**src/rtl/exec_pkg.sv**
```systemverilog
// Shared types for the execute/writeback stage and the control unit that feeds it.
package exec_pkg;

    typedef enum logic [1:0] {
        EX_IDLE      = 2'd0,
        EX_EXECUTE   = 2'd1,
        EX_WRITEBACK = 2'd2
    } ex_state_t;

    localparam logic OP_ADD = 1'b0;
    localparam logic OP_SUB = 1'b1;
    localparam logic REG_R0 = 1'b0;
    localparam logic REG_R1 = 1'b1;

    localparam int INSTR_IMM_W = 2;

    // Decoded instruction as produced by the control unit.
    typedef struct packed {
        logic                   reg_sel;
        logic                   op;
        logic [INSTR_IMM_W-1:0] imm;
    } decoded_instr_t;

endpackage

```
**src/rtl/exec_alu.sv**
```systemverilog
// Combinational add/subtract-immediate ALU; carry doubles as borrow on subtract.
module exec_alu
    import exec_pkg::*;
#(
    parameter int DATA_W = 4
) (
    input  logic [DATA_W-1:0] a,
    input  logic [DATA_W-1:0] imm,
    input  logic              op,
    output logic [DATA_W-1:0] res,
    output logic              carry,
    output logic              zero
);

    logic [DATA_W:0] w_wide;

    // The extra top bit is the carry on ADD and goes high exactly when a < imm on SUB.
    always_comb begin
        w_wide = {1'b0, a} + {1'b0, imm};
        if (op == OP_SUB) begin
            w_wide = {1'b0, a} - {1'b0, imm};
        end
    end

    assign res   = w_wide[DATA_W-1:0];
    assign carry = w_wide[DATA_W];
    assign zero  = (w_wide[DATA_W-1:0] == '0);

endmodule

```
**src/rtl/exec_unit.sv**
```systemverilog
// Three-state execute/writeback stage: latch instruction, compute into alu_q, write back
// into a two-entry register file with flags and a one-cycle result strobe.
module exec_unit
    import exec_pkg::*;
#(
    parameter int                 DATA_W  = 4,
    parameter int                 IMM_W   = 2,
    parameter logic [DATA_W-1:0]  REG_RST = 4'd0
) (
    input  logic              clk,
    input  logic              rst_n,
    input  logic              instr_valid,
    output logic              instr_ready,
    input  logic              register,
    input  logic              operation,
    input  logic [IMM_W-1:0]  number,
    output logic              result_valid,
    output logic [DATA_W-1:0] result,
    output logic              result_reg,
    output logic              carry_o,
    output logic              zero_o,
    output logic [DATA_W-1:0] r0_o,
    output logic [DATA_W-1:0] r1_o,
    output logic              busy
);

    ex_state_t         r_state;
    logic              r_sel;
    logic              r_op;
    logic [IMM_W-1:0]  r_imm;
    logic [DATA_W-1:0] r_regs [2];
    logic [DATA_W-1:0] r_alu_res;
    logic              r_alu_carry;
    logic              r_alu_zero;
    logic [DATA_W-1:0] r_result;
    logic              r_result_reg;
    logic              r_carry;
    logic              r_zero;
    logic              r_result_valid;

    logic [DATA_W-1:0] w_imm_ext;
    logic [DATA_W-1:0] w_alu_res;
    logic              w_alu_carry;
    logic              w_alu_zero;
    logic              w_accept;

    assign w_imm_ext = {{(DATA_W-IMM_W){1'b0}}, r_imm};
    assign w_accept  = instr_valid && (r_state == EX_IDLE);

    exec_alu #(
        .DATA_W (DATA_W)
    ) u_alu (
        .a     (r_regs[r_sel]),
        .imm   (w_imm_ext),
        .op    (r_op),
        .res   (w_alu_res),
        .carry (w_alu_carry),
        .zero  (w_alu_zero)
    );

    // NOTE: the two-entry register file is architecturally visible, so unlike a plain
    // data memory it must be reset along with the control state.
    always_ff @(posedge clk) begin
        if (!rst_n) begin
            r_state        <= EX_IDLE;
            r_sel          <= REG_R0;
            r_op           <= OP_ADD;
            r_imm          <= '0;
            r_regs[0]      <= REG_RST;
            r_regs[1]      <= REG_RST;
            r_alu_res      <= '0;
            r_alu_carry    <= 1'b0;
            r_alu_zero     <= 1'b0;
            r_result       <= '0;
            r_result_reg   <= 1'b0;
            r_carry        <= 1'b0;
            r_zero         <= 1'b0;
            r_result_valid <= 1'b0;
        end else begin
            r_result_valid <= 1'b0;
            case (r_state)
                EX_IDLE: begin
                    if (w_accept) begin
                        r_sel   <= register;
                        r_op    <= operation;
                        r_imm   <= number;
                        r_state <= EX_EXECUTE;
                    end
                end
                EX_EXECUTE: begin
                    r_alu_res   <= w_alu_res;
                    r_alu_carry <= w_alu_carry;
                    r_alu_zero  <= w_alu_zero;
                    r_state     <= EX_WRITEBACK;
                end
                EX_WRITEBACK: begin
                    r_regs[r_sel]  <= r_alu_res;
                    r_result       <= r_alu_res;
                    r_result_reg   <= r_sel;
                    r_carry        <= r_alu_carry;
                    r_zero         <= r_alu_zero;
                    r_result_valid <= 1'b1;
                    r_state        <= EX_IDLE;
                end
                default: r_state <= EX_IDLE;
            endcase
        end
    end

    assign instr_ready  = (r_state == EX_IDLE);
    assign busy         = ~instr_ready;
    assign result_valid = r_result_valid;
    assign result       = r_result;
    assign result_reg   = r_result_reg;
    assign carry_o      = r_carry;
    assign zero_o       = r_zero;
    assign r0_o         = r_regs[0];
    assign r1_o         = r_regs[1];

endmodule

```
**config.mk**
```make
export PLATFORM = sky130hd
export DESIGN_NAME = exec_unit
export DESIGN_NICKNAME = d
export VERILOG_FILES = /design/src/rtl/exec_pkg.sv /design/src/rtl/exec_alu.sv /design/src/rtl/exec_unit.sv
export SDC_FILE = /design/constraint.sdc
export NUM_CORES = 1
export LEC_CHECK = 0
export CORE_ASPECT_RATIO = 1.75
export CORE_UTILIZATION = 45
export DETAILED_ROUTE_END_ITERATION = 10
export PLACE_DENSITY = 0.7
export SLEW_MARGIN = 10
export SYNTH_ARGS = -nofsm -noshare
export SYNTH_HDL_FRONTEND = slang
export SYNTH_HIERARCHICAL = 1
export SYNTH_SLANG_ARGS = --single-unit
```
**constraint.sdc**
```tcl
create_clock -name clk -period 2.81 [get_ports clk]
set_input_delay 0.562 -clock clk [delete_from_list [all_inputs] [get_ports clk]]
set_output_delay 0.562 -clock clk [all_outputs]
set_load 0.01 [all_outputs]
```
Word level (Yosys, flattened, before mapping)
Memories as Yosys holds them, arrays and structs flattened. A register that Yosys moved wholly into a read port is not among the register bits.
Index checks and enable logic that the tools add are counted.
- memories: 1
- memory bits (writable): 8
- output and inout port bits: 18
- bits in registers: 20
- logic and storage cells: 36
- memories (name ; words ; width ; rd ports ; clocked after memory_dff ; wr ports ; RTL line ; RTL):
    r_regs ; 2 ; 4 ; 3 ; 1 ; 2 ; exec_unit.sv:31 ; logic [DATA_W-1:0] r_regs [2];
- $add $sub $neg: 2
- equal/unequal tests: 3
- reduce and logical (&&, ||, !) cells: 5
- bitwise logic cells: 1
- muxes and demuxes: 12
- operator list (kind ; count):
    2-to-1 mux 1 bit ; 8
    adder 4 x 2 -> 5 bit ; 1
    2-to-1 mux 5 bit ; 1
    subtractor 4 x 2 -> 5 bit ; 1
    logical NOT 4 bit ; 1
    2-to-1 mux 4 bit ; 1
    case mux 2 bit (2 select lines) ; 1
    OR reduction 4 bit ; 1
    equality test 2 x 1 -> 1 bit, second input constant ; 1
    equality test 2 bit, second input constant ; 1
    logical NOT 2 bit ; 1
    2-to-1 mux 2 bit ; 1
    != test 2 x 1 -> 1 bit, second input constant ; 1
    AND reduction 2 bit ; 1
    logical AND 1 bit ; 1
    inverter 1 bit ; 1

Logic depth before layout (Yosys ltp)
Gate-level depths: netlist (run 1).
- depth after elaboration: 6
- depth in mapped cells: 10

By module
Netlist (run 1), hierarchy kept.
- modules (own cells, without submodules) (module ; area an instance (um2) ; seq. area each (um2) ; instances ; cells each):
    exec_unit ; 1174.9 ; 660.6 ; 1 ; 107
    exec_alu ; 247.7 ; 0.0 ; 1 ; 35

Least setup slack after synthesis (run 1)
Ideal clock, no wire load.
- kind: reg2reg
- from: reg r_imm[0]
- to: reg r_alu_zero
- data required time: 2745 ps
- buffers on the path: 0
- slack: 527 ps
- stages on the path, launching flop included: 10
- setup time: 65 ps
- arrival: 2217 ps
- period minus slack after synthesis: 2283 ps
- cell sequence: dfxtp_1 inv_1 ha_1 mux2_2 fa_1 inv_1 or3_1 o31ai_1 mux2i_1 nor2b_1
- cells in the longest elaborated chain, start to end: 3
- elaborated cells between the ends (all ways): 4
- classes of those cells: 2 x add/sub; 1 x mux; 1 x reduce/logical
- ends and longest elaborated chain (what ; RTL line ; RTL):
    from (decl) ; exec_unit.sv:30 ; logic [IMM_W-1:0] r_imm;
    from (signal assigned) ; exec_unit.sv:86 ; r_imm <= number;
    adder 4 x 2 -> 5 bit or subtractor 4 x 2 -> 5 bit (tied branches) ; exec_alu.sv:19, exec_alu.sv:21 ;
    2-to-1 mux 5 bit (*) ; exec_alu.sv:20 ; if (op == OP_SUB) begin
    named net w_alu_res[1] ; exec_unit.sv:42 ; logic [DATA_W-1:0] w_alu_res;
    logical NOT 4 bit (*) ; exec_alu.sv:27 ; assign zero = (w_wide[DATA_W-1:0] == '0);
    named net w_alu_zero ; exec_unit.sv:44 ; logic w_alu_zero;
    to (signal assigned) ; exec_unit.sv:93 ; r_alu_zero <= w_alu_zero;
    to (decl) ; exec_unit.sv:34 ; logic r_alu_zero;
The timed path passes the listed nets; every way through them passes the cells marked *.
A chain may end at the register's enable or synchronous reset.

Worst setup path in the final report (run 1)
Ends and elaborated chain as after synthesis.

==> out/results.tsv, run 1 <==
stage	metric	value	unit
setup_path	Reg-to-Reg Start	r_imm[0]$_SDFFE_PN0P_	
finish	multi-input logic area	701	um^2
setup_path	reg-to-reg slack, setup	0.35	ns
worst_hold_path	Hold EP	carry_o$_SDFFE_PN0N_	
detailed_routing	routed via count	1009	
floorplan	FP Rows	26	
cts	total CTS buffers	5	
cts	Clock transition at path regs	0.06	ns
yosys	Post-synth EDFFs	8	
finish	fin nets	185	
detailed_routing	number of nets with antenna violations after routing	0	
yosys	Simple-Gate Fraction of Synth Area	22.9	%
cts	Post-CTS Resized	0	
timing	worst hold slack	0.468	ns
cts	clk root buf	clkbuf_8	
finish	Layout Cells excl Fill	215	
finish	fill cell count	265	
detailed_routing	WL/cell	12.2	um
worst_hold_path	Hold Path Depth	2	
global_routing	largest net degree at the start of global routing	20	
timing	count of final setup violators	0	
power	peak supply drop	0.000652	V
timing	Fin. Hold Viols	0	
yosys	adder-cell share of the synthesized area	5.80	%
floorplan	Core Region	2960	um^2
timing	maximum achievable frequency	0.407	GHz
placed_design	# placed instances	207	
setup_path	startpoint types	flip-flop	
cts	H-tree depth	2	
timing	measured slew at the worst slew-check pin	0.545	ns
yosys	Syn Area/Cell	10.0	um^2
placed_design	gp weighted congestion	0.793	
placed_design	HPWL Detailed	2.08	mm
yosys	Netlist cell types	32	
global_routing	number of global-route vias before repair	972	
floorplan	Die Y	76.4	um
yosys	mux cell area share after synthesis	8.18	%
power	Tot Pwr	1.05	mW
placed_design	DP Worst Slack	0.384	ns
detailed_routing	DR iter-0 viols	13	
power	cell leakage power	0.677	nW
timing	min cycle time layout	2.46	ns
finish	number of flip-flops in the largest register	8	
detailed_routing	vias per cell	4.69	
detailed_routing	Pre-antenna DRT Iters	4	
timing	Final Slew Violations	0	
finish	synthesis-to-finish area growth	26.4	%
timing	post-route setup slack	0.354	ns
yosys	Synth Area in Compound Gates	8.00	%
yosys	combinational family with the most area after synthesis	simple AND/OR/NAND/NOR gates	
finish	Reg area	661	um^2
worst_hold_path	Hold Path Origin	carry_o$_SDFFE_PN0N_	
power	PwrDens	586	nW/um^2
timing	Worst slew margin	63.3	%
placed_design	Area after DPL	1690	um^2
setup_path	CP max FO	4	
yosys	Post-synth ARST share	0	%
yosys	Synth Cell Area	1420	um^2
setup_path	Critical Path Sink Type	flip-flop	
setup_path	critical path class	flip-flop to flip-flop	
cts	# Post-CTS Setup Buffers	0	
cts	clk buf depth	2	
run	max-cap viol count	0	
timing	setup tns final	0	ns
run_status	outcome	completed	
setup_path	FF-to-FF path depth	9	
floorplan	IO Pins	25	
setup_path	WP data arrival	2.66	ns
yosys	Seq/Total Area, Yosys	46.4	%
finish	ant diodes	0	
floorplan	die area	3400	um^2
yosys	Gate Count Post-Synth	142	
worst_hold_path	worst hold path type	flip-flop to flip-flop	
cts	CTS Sinks	29	
timing	RSZ-0062 raised after global routing	no	
cts	Clk Latency, worst-skew pair	0.28	ns
timing	Final period util	87.4	%
cts	CTS tree	done	
yosys	#FFs+latches synth	29	
floorplan	Starting Density	48.1	%
finish	final core occ	60.7	%
timing	worst clock skew	0.00292	ns
cts	hold_buf cts	0	
global_routing	first-pass GRT wire length	4.28	mm
global_routing	antenna violations before repair	0	
detailed_routing	DRC violations left	0	
yosys	Synth Area in XOR/XNOR	3.08	%
global_routing	global route total overflow	0	
setup_path	Req. time, crit path	3.02	ns
finish	final instance area	1800	um^2
finish	most frequent cells in the layout	clkdlybuf4s50_1, dfxtp_1, nand2_1	
finish	layout cell share with drive strength beyond 1	9.83	%
placed_design	port bufs	24	
finish	most common cell after layout, fill and taps aside	clkdlybuf4s50_1	
detailed_routing	Routed WL	2.63	mm
setup_path	reg2reg end	r_alu_zero$_SDFFE_PN0N_	
yosys	predominant post-synthesis flop cell	dfxtp_1	
global_routing	Tot GR Track Use	17.5	%
yosys	Synthesis Warnings	6	
floorplan	Die X	44.5	um
-- cells by family (layout without fill, tap and decap cells) --
logic type / count (synthesis) / in the layout
simple gates: 58 / 58
flops: 29 / 29
compound gates: 18 / 18
buf+inv: 14 / 41
mux: 11 / 11
fa+ha+maj: 6 / 6
xor+xnor: 5 / 5
other cells: 1 / 5
-- routing by layer --
metal  wire length, um  GRT usage (%)  up-vias
met1              1020           18.8      458
met3                82           4.27        4
li1                  -              -      522
met4                40           8.18        0
met2              1490           30.3       25
met5                 0              0        -
-- worst max path at each step --
stage               depth (start not counted)                      end             startpoint
floorplan                                   9  r_alu_zero$_SDFFE_PN0N_  r_imm[0]$_SDFFE_PN0P_
global placement                            9  r_alu_zero$_SDFFE_PN0N_  r_imm[0]$_SDFFE_PN0P_
detailed placement                          9  r_alu_zero$_SDFFE_PN0N_  r_imm[0]$_SDFFE_PN0P_
CTS                                         9  r_alu_zero$_SDFFE_PN0N_  r_imm[0]$_SDFFE_PN0P_
global route                                9  r_alu_zero$_SDFFE_PN0N_  r_imm[0]$_SDFFE_PN0P_
finish                                      9  r_alu_zero$_SDFFE_PN0N_  r_imm[0]$_SDFFE_PN0P_
-- worst max-delay path: stages, from the launching register on --
cell,delay [ns]
dfxtp_1,0.37
inv_1,0.06
ha_1,0.28
mux2_2,0.29
fa_1,0.53
inv_1,0.05
or3_1,0.36
o31ai_1,0.19
mux2i_1,0.11
nor2b_1,0.14
-- cell usage after synthesis (all sizes together), types with 6 or more instances --
cell | n | area share (%)
dfxtp | 21 | 30
nor2 | 6 | 1.6
a21boi | 7 | 3.7
inv | 8 | 2.1
o21ai | 6 | 2.1
nor2b | 8 | 4.2
nand2 | 20 | 5.3
and2 | 11 | 4.8
mux2i | 6 | 4.2
edfxtp | 8 | 17
-- power by group --
part	switching (mW)	leakage, nW	total, mW	internal, mW
Clock	0.149	0.0528	0.410	0.261
Combinational	0.0891	0.371	0.176	0.0867
Sequential	0.0179	0.254	0.467	0.449
-- layout make-up --
type                       count  share of cell area, %
inverter                       8                   1.67
timing repair buffer          25                   13.8
tap                           42                   2.92
multi-input combinational    103                   39.0
clock inverter                 2                   1.88
clock buffer                   6                   4.04
sequential                    29                   36.7
Power figures use the tool's default switching activity.
==> inputs of run 2 (changes only) <==
--- a/config.mk
+++ b/config.mk
@@ -6,9 +6,9 @@
 export NUM_CORES = 1
 export LEC_CHECK = 0
 export CORE_ASPECT_RATIO = 1.75
-export CORE_UTILIZATION = 45
+export CORE_UTILIZATION = 50
 export DETAILED_ROUTE_END_ITERATION = 10
-export PLACE_DENSITY = 0.7
+export PLACE_DENSITY = 0.76
 export SLEW_MARGIN = 10
 export SYNTH_ARGS = -nofsm -noshare
 export SYNTH_HDL_FRONTEND = slang
==> run 2 against run 1 <==
Via count increased by 1.8%. Worst setup slack got worse by 0.016 ns. Combinational power barely moved. Final area decreased by 0.83%. Sequential cell count is the same. Die area fell by 9.7%. Clock skew grew 0.0025 ns. Critical path type unchanged. Largest cell class unchanged.
==> out/results.tsv, run 2 (same netlist as run 1, synthesis figures left out) <==
stage	metric	value	unit	change
setup_path	Critical Path Sink Type	flip-flop		
floorplan	Die X	42.3	um	-4.9%
placed_design	gp weighted congestion	0.800		+0.87%
detailed_routing	DR iter-0 viols	20		+7
detailed_routing	Pre-antenna DRT Iters	4		unchanged
timing	maximum achievable frequency	0.405	GHz	-0.64%
power	cell leakage power	0.676	nW	-0.15%
cts	CTS tree	done		
finish	fill cell count	233		-12%
floorplan	FP Rows	25		-3.8%
cts	Clock transition at path regs	0.06	ns	about the same
cts	Clk Latency, worst-skew pair	0.29	ns	about the same
finish	most frequent cells in the layout	clkdlybuf4s50_1, dfxtp_1, nand2_1		
placed_design	DP Worst Slack	0.336	ns	-0.0476 ns
cts	# Post-CTS Setup Buffers	0		unchanged
floorplan	die area	3070	um^2	-9.7%
floorplan	Die Y	72.6	um	-5.0%
power	peak supply drop	0.000437	V	-33%
setup_path	slowest stage cell, crit path	fa_1		
worst_hold_path	Hold EP	result[1]$_SDFFE_PN0N_		
timing	min cycle time layout	2.47	ns	+0.0158 ns
setup_path	critical path cell sequence	inv_1 > ha_1 > mux2_2 > fa_1 > inv_1 > or3_1 > o31ai_1 > mux2i_1 > nor2b_1		
setup_path	Req. time, crit path	3.04	ns	+0.02 ns
timing	Final period util	88.0	%	+0.56 points
timing	Worst slew margin	62.8	%	-0.55 points
global_routing	largest net degree at the start of global routing	20		unchanged
cts	H-tree depth	2		unchanged
power	Tot Pwr	1.06	mW	+0.88%
cts	hold_buf cts	0		unchanged
detailed_routing	routed via count	1027		+1.8%
global_routing	antenna violations before repair	0		unchanged
setup_path	crit-path most repeated cell	inv_1		
worst_hold_path	Hold Path Depth	2		unchanged
finish	ant diodes	0		unchanged
cts	total CTS buffers	5		unchanged
timing	Final Slew Violations	0		unchanged
floorplan	Starting Density	52.9	%	+4.8 points
run	max-cap viol count	0		unchanged
setup_path	FF-to-FF path depth	9		unchanged
setup_path	reg2reg end	r_alu_zero$_SDFFE_PN0N_		
timing	Fin. Hold Viols	0		unchanged
cts	clk buf depth	2		unchanged
worst_hold_path	Hold Path Origin	result[1]$_SDFFE_PN0N_		
timing	worst hold slack	0.462	ns	-0.00545 ns
placed_design	port bufs	24		unchanged
power	PwrDens	596	nW/um^2	+1.7%
timing	post-route setup slack	0.338	ns	-0.0158 ns
run_status	outcome	completed		
timing	count of final setup violators	0		unchanged
global_routing	Tot GR Track Use	20.0	%	+2.5 points
setup_path	Reg-to-Reg Start	r_imm[0]$_SDFFE_PN0P_		
setup_path	critical path class	flip-flop to flip-flop		
global_routing	first-pass GRT wire length	4.35	mm	+1.8%
global_routing	number of global-route vias before repair	991		+2.0%
setup_path	CP peak stage delay	0.53	ns	about the same
floorplan	IO Pins	25		unchanged
detailed_routing	DRC violations left	0		unchanged
placed_design	HPWL Detailed	2.06	mm	-0.72%
worst_hold_path	worst hold path type	flip-flop to flip-flop		
timing	RSZ-0062 raised after global routing	no		
cts	CTS Sinks	29		unchanged
detailed_routing	number of nets with antenna violations after routing	0		unchanged
setup_path	startpoint types	flip-flop		
finish	layout cell share with drive strength beyond 1	10.4	%	+0.58 points
timing	measured slew at the worst slew-check pin	0.553	ns	+0.00814 ns
cts	clk root buf	clkbuf_8		
cts	Post-CTS Resized	0		unchanged
finish	number of flip-flops in the largest register	8		unchanged
setup_path	CP max FO	4		unchanged
finish	synthesis-to-finish area growth	25.3	%	
detailed_routing	Routed WL	2.62	mm	-0.27%
finish	Layout Cells excl Fill	200		-7.0%
finish	fin nets	185		unchanged
finish	most common cell after layout, fill and taps aside	clkdlybuf4s50_1		
placed_design	# placed instances	192		-7.2%
setup_path	reg-to-reg slack, setup	0.34	ns	-0.02 ns
detailed_routing	WL/cell	13.1	um	+7.2%
detailed_routing	vias per cell	5.14		+9.4%
timing	setup tns final	0	ns	unchanged
timing	worst clock skew	0.00545	ns	+0.00253 ns
setup_path	WP data arrival	2.70	ns	+0.04 ns
floorplan	Core Region	2690	um^2	-9.1%
global_routing	global route total overflow	0		unchanged
run 2: cell types whose count changed in the layout (fill, tap and decap cells not counted), sizes merged:
cell      delta
clkbuf       -1
clkinvlp     +1
run 2: metrics by stage:
stage	utilization [%]	area (um^2)
global placement	62.2	1670
floorplan	-	1440
CTS	66.3	1780
detailed placement	62.2	1670
global route	66.3	1780
finish	66.3	1780
run 2: layout make-up:
cell class / instances / area, um^2 / share of cell area [%]
Multi-Input combinational cell: 103 / 701 / 39.3
Sequential cell: 29 / 661 / 37.1
Timing Repair Buffer: 25 / 248 / 13.9
Clock buffer: 5 / 68.8 / 3.86
Clock inverter: 3 / 41.3 / 2.32
Tap cell: 27 / 33.8 / 1.89
Inverter: 8 / 30.0 / 1.68
run 2: routing by layer:
layer	vias up	track usage (%)	share of wire, %
li1	524	-	-
met1	470	19.3	37
met2	28	35.9	56
met3	5	6.72	4.0
met4	0	11.5	2.5
met5	-	0	0
run 2: report_power, final:
part | internal [mW] | switching (mW)
combinational | 0.0870 | 0.0874
clock | 0.260 | 0.161
sequential | 0.449 | 0.0182
total | 0.796 | 0.266
run 2: worst max-delay path by stage:
stage | startpoint | end | cells after the start
after floorplan | r_imm[0]$_SDFFE_PN0P_ | r_alu_zero$_SDFFE_PN0N_ | 9
after global placement | r_imm[0]$_SDFFE_PN0P_ | r_alu_zero$_SDFFE_PN0N_ | 9
after detailed placement | r_imm[0]$_SDFFE_PN0P_ | r_alu_zero$_SDFFE_PN0N_ | 9
after CTS | r_imm[0]$_SDFFE_PN0P_ | r_alu_zero$_SDFFE_PN0N_ | 9
after global routing | r_imm[0]$_SDFFE_PN0P_ | r_alu_zero$_SDFFE_PN0N_ | 9
final | r_imm[0]$_SDFFE_PN0P_ | r_alu_zero$_SDFFE_PN0N_ | 9
run 2: worst max-delay path, delay by kind of cell (launching register included):
family / cells / cell delay [ns]
and+or+nand+nor: 2 / 0.48
muxes: 2 / 0.41
adders and majority gates: 2 / 0.81
DFF: 1 / 0.37
buffers and inverters: 2 / 0.12
AOI/OAI and AO/OA: 1 / 0.23
==> inputs of run 3 (changes only) <==
--- a/config.mk
+++ b/config.mk
@@ -5,6 +5,7 @@
 export SDC_FILE = /design/constraint.sdc
 export NUM_CORES = 1
 export LEC_CHECK = 0
+export ABC_AREA = 0
 export CORE_ASPECT_RATIO = 1.75
 export CORE_UTILIZATION = 50
 export DETAILED_ROUTE_END_ITERATION = 10
==> results of run 3 <==
Same layout as run 2: the final DEF is identical, and so are final timing and power.
